File: src/rtl/alu_issue_scheduler_if.sv
// Dispatch/issue bus between the rename-dispatch stage, the ALU reservation
// stations and the ALU. The scheduler connects through the slave modport.
interface alu_issue_scheduler_if #(
    parameter int ALU = 2,
    parameter int ROB = 2
);
    logic [ALU:0] ALURequests;
    logic [ROB:0] instrRob;
    logic [ALU:0] stationReady;
    logic         flush;
    logic         fuReady;
    logic [ALU:0] ALUBusyVector;
    logic         issueValid;
    logic [ALU:0] issueGrant;
    logic [ROB:0] issueRob;

    // Dispatch / ALU side: drives allocations and handshake, observes issue
    modport master (
        output ALURequests, instrRob, stationReady, flush, fuReady,
        input  ALUBusyVector, issueValid, issueGrant, issueRob
    );

    // Scheduler side
    modport slave (
        input  ALURequests, instrRob, stationReady, flush, fuReady,
        output ALUBusyVector, issueValid, issueGrant, issueRob
    );
endinterface

File: src/rtl/alu_issue_scheduler.sv
// ALU issue scheduler: tracks per-station FREE/WAIT/ISSUED state and an age
// matrix, selects the oldest ready station and holds it in a registered
// valid/ready issue slot until the ALU accepts it.
module alu_issue_scheduler #(
    parameter int ALU = 2,
    parameter int ROB = 2
) (
    input  logic                  clk,
    input  logic                  reset_n,
    alu_issue_scheduler_if.slave  bus
);
    localparam int NS = ALU + 1;

    typedef enum logic [1:0] {
        ST_FREE   = 2'd0,
        ST_WAIT   = 2'd1,
        ST_ISSUED = 2'd2
    } st_e;

    st_e                  state_q [NS];
    st_e                  state_d [NS];
    logic [ALU:0][ALU:0]  older_q;       // older_q[i][j]: i allocated before j
    logic [ALU:0][ALU:0]  older_d;
    logic [ALU:0][ROB:0]  tag_q;
    logic [ALU:0][ROB:0]  tag_d;
    logic [ALU:0]         busy_q;
    logic [ALU:0]         busy_d;
    logic                 valid_q;
    logic                 valid_d;
    logic [ALU:0]         grant_q;
    logic [ALU:0]         grant_d;
    logic [ROB:0]         rob_q;
    logic [ROB:0]         rob_d;

    logic [ALU:0]         cand;
    logic [ALU:0]         sel;
    logic [ROB:0]         sel_tag;
    logic [ALU:0]         freeing;
    logic                 accept;
    logic                 load;

    assign bus.ALUBusyVector = busy_q;
    assign bus.issueValid    = valid_q;
    assign bus.issueGrant    = grant_q;
    assign bus.issueRob      = rob_q;

    assign accept  = valid_q & bus.fuReady;
    assign load    = ~valid_q | accept;
    // Only the station sitting in the slot can be freed by an accept
    assign freeing = accept ? grant_q : '0;

    // Oldest-ready selection: a candidate wins when no other candidate is older
    always_comb begin
        cand    = '0;
        sel     = '0;
        sel_tag = '0;
        for (int i = 0; i < NS; i++) begin
            cand[i] = (state_q[i] == ST_WAIT) && bus.stationReady[i];
        end
        for (int i = 0; i < NS; i++) begin
            sel[i] = cand[i];
            for (int j = 0; j < NS; j++) begin
                if ((j != i) && cand[j] && older_q[j][i]) begin
                    sel[i] = 1'b0;
                end
            end
        end
        for (int i = 0; i < NS; i++) begin
            if (sel[i]) begin
                sel_tag = sel_tag | tag_q[i];
            end
        end
    end

    // Next-state for station states, age matrix, tags and issue slot
    always_comb begin
        for (int i = 0; i < NS; i++) begin
            state_d[i] = state_q[i];
        end
        older_d = older_q;
        tag_d   = tag_q;
        valid_d = valid_q;
        grant_d = grant_q;
        rob_d   = rob_q;
        busy_d  = '0;

        if (bus.flush) begin
            // Flush kills everything; the stale tag is harmless with valid low
            for (int i = 0; i < NS; i++) begin
                state_d[i] = ST_FREE;
            end
            older_d = '0;
            valid_d = 1'b0;
            grant_d = '0;
        end else begin
            for (int i = 0; i < NS; i++) begin
                if (freeing[i]) begin
                    state_d[i] = ST_FREE;
                end else if (load && sel[i]) begin
                    state_d[i] = ST_ISSUED;
                end else if (bus.ALURequests[i] && (state_q[i] == ST_FREE)) begin
                    // New entry is younger than every station that stays busy
                    state_d[i] = ST_WAIT;
                    tag_d[i]   = bus.instrRob;
                    for (int j = 0; j < NS; j++) begin
                        older_d[i][j] = 1'b0;
                        older_d[j][i] = (j != i) && (state_q[j] != ST_FREE) && !freeing[j];
                    end
                end
            end
            // A freed station drops out of every age relation
            for (int i = 0; i < NS; i++) begin
                if (freeing[i]) begin
                    for (int j = 0; j < NS; j++) begin
                        older_d[i][j] = 1'b0;
                        older_d[j][i] = 1'b0;
                    end
                end
            end
            if (load) begin
                valid_d = |sel;
                grant_d = sel;
                if (|sel) begin
                    rob_d = sel_tag;
                end
            end
        end

        for (int i = 0; i < NS; i++) begin
            busy_d[i] = (state_d[i] != ST_FREE);
        end
    end

    // Station state and registered busy vector
    always_ff @(posedge clk or negedge reset_n) begin
        if (!reset_n) begin
            for (int i = 0; i < NS; i++) begin
                state_q[i] <= ST_FREE;
            end
            busy_q <= '0;
        end else begin
            for (int i = 0; i < NS; i++) begin
                state_q[i] <= state_d[i];
            end
            busy_q <= busy_d;
        end
    end

    // Age matrix and per-station ROB tags
    always_ff @(posedge clk or negedge reset_n) begin
        if (!reset_n) begin
            older_q <= '0;
            tag_q   <= '0;
        end else begin
            older_q <= older_d;
            tag_q   <= tag_d;
        end
    end

    // Issue slot presented to the ALU
    always_ff @(posedge clk or negedge reset_n) begin
        if (!reset_n) begin
            valid_q <= 1'b0;
            grant_q <= '0;
            rob_q   <= '0;
        end else begin
            valid_q <= valid_d;
            grant_q <= grant_d;
            rob_q   <= rob_d;
        end
    end
endmodule

File: src/flat_wrapper.sv
// flat-port wrapper written by rule: the top's interface ports become plain ports
module alu_issue_scheduler_flat 
#(
    parameter int ALU = 2,
    parameter int ROB = 2
)
  (clk, reset_n, bus_ALURequests, bus_instrRob, bus_stationReady, bus_flush, bus_fuReady, bus_ALUBusyVector, bus_issueValid, bus_issueGrant, bus_issueRob);
  alu_issue_scheduler_if #(.ALU(ALU), .ROB(ROB)) bus_i ();
  input  logic clk;
  input  logic reset_n;
  input wire logic [$bits(bus_i.ALURequests)-1:0] bus_ALURequests;
  input wire logic [$bits(bus_i.instrRob)-1:0] bus_instrRob;
  input wire logic [$bits(bus_i.stationReady)-1:0] bus_stationReady;
  input wire logic [$bits(bus_i.flush)-1:0] bus_flush;
  input wire logic [$bits(bus_i.fuReady)-1:0] bus_fuReady;
  output wire logic [$bits(bus_i.ALUBusyVector)-1:0] bus_ALUBusyVector;
  output wire logic [$bits(bus_i.issueValid)-1:0] bus_issueValid;
  output wire logic [$bits(bus_i.issueGrant)-1:0] bus_issueGrant;
  output wire logic [$bits(bus_i.issueRob)-1:0] bus_issueRob;
  assign bus_i.ALURequests = bus_ALURequests;
  assign bus_i.instrRob = bus_instrRob;
  assign bus_i.stationReady = bus_stationReady;
  assign bus_i.flush = bus_flush;
  assign bus_i.fuReady = bus_fuReady;
  assign bus_ALUBusyVector = bus_i.ALUBusyVector;
  assign bus_issueValid = bus_i.issueValid;
  assign bus_issueGrant = bus_i.issueGrant;
  assign bus_issueRob = bus_i.issueRob;
  alu_issue_scheduler #(.ALU(ALU), .ROB(ROB)) u_core (.clk(clk), .reset_n(reset_n), .bus(bus_i));
endmodule
File: config.mk
export PLATFORM = sky130hd
export DESIGN_NAME = alu_issue_scheduler_flat
export DESIGN_NICKNAME = d
export VERILOG_FILES = /design/src/rtl/alu_issue_scheduler_if.sv /design/src/rtl/alu_issue_scheduler.sv /design/src/flat_wrapper.sv
export SDC_FILE = /design/constraint.sdc
export NUM_CORES = 1
export LEC_CHECK = 0
export ABC_AREA = 1
export BUFFER_PORTS_ARGS = -buffer_cell sky130_fd_sc_hd__buf_2
export CORE_ASPECT_RATIO = 1.25
export CORE_UTILIZATION = 58
export CTS_BUF_LIST = sky130_fd_sc_hd__clkbuf_2
export CTS_CLUSTER_DIAMETER = 120
export DETAILED_ROUTE_END_ITERATION = 8
export PLACE_DENSITY = 0.78
export REMOVE_ABC_BUFFERS = 1
export SYNTH_ARGS = -nofsm -noshare
export SYNTH_HDL_FRONTEND = slang
export SYNTH_SLANG_ARGS = --single-unit
export TNS_END_PERCENT = 20
File: constraint.sdc
create_clock -name clk -period 1.5 [get_ports clk]
set_input_delay 0.225 -clock clk [delete_from_list [all_inputs] [get_ports clk]]
set_output_delay 0.225 -clock clk [all_outputs]
set_load 0.02 [all_outputs]
# Word-level counts from Yosys, hierarchy flattened
# Index checks and enable logic that the tools add are counted.
# Widths: inputs -> output; s select.
dict set report word_totals {
  word_cells 129
  reg_bits 34
  output_inout_bits 10
  input_bits 13
}
dict set report op_classes {
  n_eq_ne 6
  n_bitwise 12
  n_mux 53
  reduce_logical 42
}
# operator count
set ops {}
lappend ops {{$mux 4} 8}
lappend ops {{$mux 3} 10}
lappend ops {{$mux 1} 24}
lappend ops {{$logic_and 1x1->1} 18}
lappend ops {{$mux 2} 9}
lappend ops {{$reduce_bool 2->1} 7}
lappend ops {{$reduce_and 4->1} 3}
lappend ops {{$mux 9} 1}
lappend ops {{$ne 3x2->1 const B} 3}
lappend ops {{$reduce_bool 3->1} 3}
lappend ops {{$not 1->1} 8}
lappend ops {{$eq 2x1->1 const B} 3}
lappend ops {{$logic_not 2->1} 3}
lappend ops {{$mux 6} 1}
lappend ops {{$or 3x3->3} 2}
lappend ops {{$reduce_and 2->1} 3}
lappend ops {{$logic_not 1->1} 3}
lappend ops {{$reduce_and 3->1} 1}
lappend ops {{$reduce_or 3->1} 1}
lappend ops {{$and 1x1->1} 1}
lappend ops {{$or 1x1->1} 1}

# Logic depth before layout (Yosys ltp)
dict set report logic_depth {
  ltp_word 17
  ltp_mapped 9
  depth_no_buf 9
}

# Least setup slack after synthesis
# Ideal clock, no wire load.
dict set report synth_timing {
  path_kind {register to register}
  from {register u_core.valid_q (netlist: u_core.bus.issueValid)}
  to {register u_core.rob_q[0] (netlist: u_core.bus.issueRob[0])}
  t_required_ns 1.383
  synth_period_minus_slack_ns 1.248
  arrival_time_ns 1.131
  path_buffers 0
  slack_ns 0.252
  stages_incl_launch_ff 8
  setup_time_ns 0.117
  cell_sequence {dfrtp_1 -> inv_1 -> nor2_2 -> nor2_2 -> nand4_2 -> nand2_2 -> nand2_1 -> nand2_1}
}
dict set report synth_between {
  elab_chain_cells 3
  elab_cells_between_ends 4
  classes_between {3 x bitwise; 1 x reduce/logical}
}
# item line_no
set synth_lines {}
lappend synth_lines {{from (decl)} alu_issue_scheduler.sv:28} ;# logic valid_q;
lappend synth_lines {{from (signal assigned)} alu_issue_scheduler.sv:167} ;# valid_q <= valid_d;
lappend synth_lines {{$and 1x1->1 / $not 1->1 (equally long branches)} {alu_issue_scheduler.sv:47, alu_issue_scheduler.sv:48}}
lappend synth_lines {{$or 1x1->1 *} alu_issue_scheduler.sv:48} ;# assign load = ~valid_q | accept;
lappend synth_lines {{$reduce_and 3->1 (no line) *} -}
lappend synth_lines {{to (signal assigned)} alu_issue_scheduler.sv:169} ;# rob_q <= rob_d;
lappend synth_lines {{to (decl)} alu_issue_scheduler.sv:32} ;# logic [ROB:0] rob_q;
# Every way passes the cells marked *; elsewhere a longest branch is shown, timed or not.
# A chain may end at the register's enable or synchronous reset.

# Final worst setup path
dict set report layout_timing {
  from {register u_core.state_q[1] in the netlist's numbering}
  to {register u_core.rob_q[0] (netlist: u_core.bus.issueRob[0])}
}
dict set report layout_between {
  elab_chain_cells 9
  elab_cells_between_ends 15
  classes_between {1 x eq/ne; 7 x mux; 2 x bitwise; 5 x reduce/logical}
}
# item line_no
set layout_lines {}
lappend layout_lines {{from (decl)} alu_issue_scheduler.sv:20} ;# st_e state_q [NS];
lappend layout_lines {{from (signal, indexed assignment)} alu_issue_scheduler.sv:143} ;# state_q[i] <= state_d[i];
lappend layout_lines {{$eq 2x1->1 *} alu_issue_scheduler.sv:58} ;# cand[i] = (state_q[i] == ST_WAIT) && bus.stationReady[i];
lappend layout_lines {{$logic_and 1x1->1 *} alu_issue_scheduler.sv:58}
lappend layout_lines {{$logic_and 1x1->1} alu_issue_scheduler.sv:63} ;# if ((j != i) && cand[j] && older_q[j][i]) begin
lappend layout_lines {{$mux 1} alu_issue_scheduler.sv:63}
lappend layout_lines {{$mux 3} alu_issue_scheduler.sv:69} ;# if (sel[i]) begin
lappend layout_lines {{$or 3x3->3} alu_issue_scheduler.sv:70} ;# sel_tag = sel_tag | tag_q[i];
lappend layout_lines {{$mux 3} alu_issue_scheduler.sv:69}
lappend layout_lines {{$or 3x3->3} alu_issue_scheduler.sv:70}
lappend layout_lines {{$mux 3} alu_issue_scheduler.sv:69}
# Marks and branches as above.

==> results.cfg <==
[run_status]
status = finished, final reports clean

[synthesis]
synth_edf_count = 0
async_flop_share_pct = 100
syn_inst = 174
ys_ff_latch = 31
avgSynthCellArea_sq_um = 8.61
yosys.cell_types.count = 21
ys.flop_type = dfrtp_1
ys_warn_count = 0
mappedNetlistArea_sq_mm = 0.00150
seq_area_frac_synth_pct = 51.8

[timing]
worst_pin_slew_ns = 0.675
hold_viol_final = 0
tns_ns = 0
timing.final.crit_share_pct = 91.7
relSlewSlack_pct = 55.0
setup_viol = 0
drv_slew = 0
worst_slack_ns = 0.124
period_minus_slack_ns = 1.38
rsz0062_at_grt = no
fin_skew_ns = 0.0200
fmax_mhz = 727

[critical_path]
ff2ff_path_depth = 8
path_cells = inv_2, nand4_1, nand3_1, nand2_2, nand2_2, nand2_2, nand2_1, nand2_1
reg2reg_from = u_core.state_q[1]
crit_cells = 8
worstPathArrival_ns = 1.67
path_max_fanout = 5
critPathMaxStageDelay_ns = 0.46
path_common_cell = nand2_2
crit_family = simple AND/OR/NAND/NOR gates
slowest_stage = dfrtp_1
cp.buffers_inverters = 1
worstSetupStartpoint = u_core.state_q[1]
endpoint_kind = flop
required_ns = 1.80
start_kind = flop
crit_type = flop to flop

[finish]
layout_common_cells = dfrtp_1 (31), nand2_1 (27), buf_2 (22), nor2_1 (20), nand4_1 (16)
area_growth_pct = 13.4
mostFrequentLayoutCell = dfrtp_1
antenna_cells = 0
layout-drive-gt1-share_pct = 26.3
nets = 217

[floorplan]
core_area_sq_mm = 0.00245
die_w_microns = 47.5
initial_core_util_pct = 61.1
row_count = 20
fp.dieH_microns = 58.8
ios = 23
die-area_sq_mm = 0.00279

[clock_network]
numCtsBuffers = 5
path_clk_slew_ns = 0.18
clockRootBuffer = clkbuf_2
htree_levels = 2
clock-sinks = 31
postCtsSetupBuffers = 0
cts_buffer_depth = 2
clkLatencyLatePin_ns = 0.40
cts_tree = yes

[global_route]
grt_pass1_wl_microns = 5790
grt_max_degree = 32
grt_overflow = 0
grt_pass1_vias = 1337
antenna_found_initial = 0
gr-usage-all-layers_pct = 30.8

[min_path]
min_from = bus_flush
min_path_type = primary input to flop
hold_depth = 2

[route]
drc_errors = 0
num_vias = 1381
totalWireLength_microns = 3480
drtIter0Drc = 64
wl_per_cell_microns = 14.6
via_per_inst = 5.80
antenna_left = 0
dr.pass1.iters = 5

[placed_design]
place.gp.congestion = 0.904
port_buffers = 22
dpl.hpwl_microns = 2680
pre_cts_ws_ns = 0.175

[power]
cellLeakagePower_uw = 0.000848
ir_drop_v = 0.000757
finalPower_uw = 1930
powerDensity_mw_per_mm2 = 1140

[run]
drv_cap = 0
-- kinds of logic (layout without fill, tap and decap cells) --
| logic type | count (synthesis) | count (layout) | share of synthesized area [%] |
|---|---|---|---|
| compound gates | 26 | 26 | 9.18 |
| simple gates | 99 | 99 | 34.6 |
| buf+inv | 18 | 49 | 4.51 |
| flops | 31 | 31 | 51.8 |
-- path summary, 6_finish.rpt --
path / endpoint / slack (ns)
max: u_core.bus.issueRob[0] / 0.12
min: u_core.bus.issueGrant[0] / 0.07
max reg2reg: u_core.bus.issueRob[0] / 0.12
min reg2reg: u_core.tag_q[3] / 0.52
max in group asynchronous: u_core.state_q[1] / 0.68
min in group asynchronous: u_core.older_q[3] / 0.37
-- Yosys cell counts, types with 2 or more instances --
library cell	count	area, sq um
nand2_2	4	25.0
nor2_1	20	75.1
nor4_1	2	12.5
nand3_2	2	20.0
nor3b_2	2	25.0
o21ai_0	8	40.0
dfrtp_1	31	776
inv_2	7	26.3
nand3_1	14	70.1
nand2_1	27	101
a31oi_1	3	18.8
nor3_1	2	10.0
a21oi_1	13	65.1
nand4_1	16	100
nor2_2	6	37.5
inv_1	11	41.3
nor2_4	2	22.5
-- where the power goes --
group          internal (uW)  leakage, uW  total, uW  switching [uW]
clock                    106    0.0000325        406             300
sequential               965     0.000397       1060            93.1
combinational            164     0.000419        467             303
-- through the flow --
| stage | area [sq um] | instances | hold slack [ns] | util, % |
|---|---|---|---|---|
| 6_report | 1700 | 238 | 0.0726 | 69.3 |
| 5_1_grt | 1700 | 238 | 0.0302 | 69.3 |
| 4_1_cts | 1700 | 238 | 0.0438 | 69.3 |
| 3_5_place_dp | 1650 | 229 | 0.303 | 67.3 |
| 3_3_place_gp | 1650 | 229 | 0.288 | 67.3 |
| 2_1_floorplan | 1500 | 174 | -0.0706 | - |
-- final cells by class --
type | count | area (sq um)
Sequential cell | 31 | 776
Fill cell | 211 | 752
Multi-Input combinational cell | 125 | 656
Timing Repair Buffer | 23 | 120
Inverter | 18 | 67.6
Tap cell | 33 | 41.3
Clock buffer | 5 | 25.0
Clock inverter | 3 | 15.0
-- metal layers --
| layer | share of wire, % | GRT usage, % | wire length (microns) | up-vias |
|---|---|---|---|---|
| met5 | 0 | 0 | 0 | - |
| met4 | 3.0 | 16.7 | 106 | 0 |
| met3 | 5.9 | 8.28 | 205 | 13 |
| met2 | 52 | 50.1 | 1820 | 55 |
| met1 | 39 | 35.4 | 1350 | 654 |
| li1 | - | - | - | 659 |
-- state kept, by name (all words and copies together) (netlist names) --
name	cells
u_core.bus.ALUBusyVector	3
u_core.bus.issueGrant	3
u_core.bus.issueRob	3
u_core.bus.issueValid	1
u_core.older_q	6
u_core.state_q	6
u_core.tag_q	9
-- repair_timing --
action,CTS,global route
endpoints found under the hold margin,31,0
hold buffers,1,0
resized for setup,0,0
(Power assumes the default switching activity.)
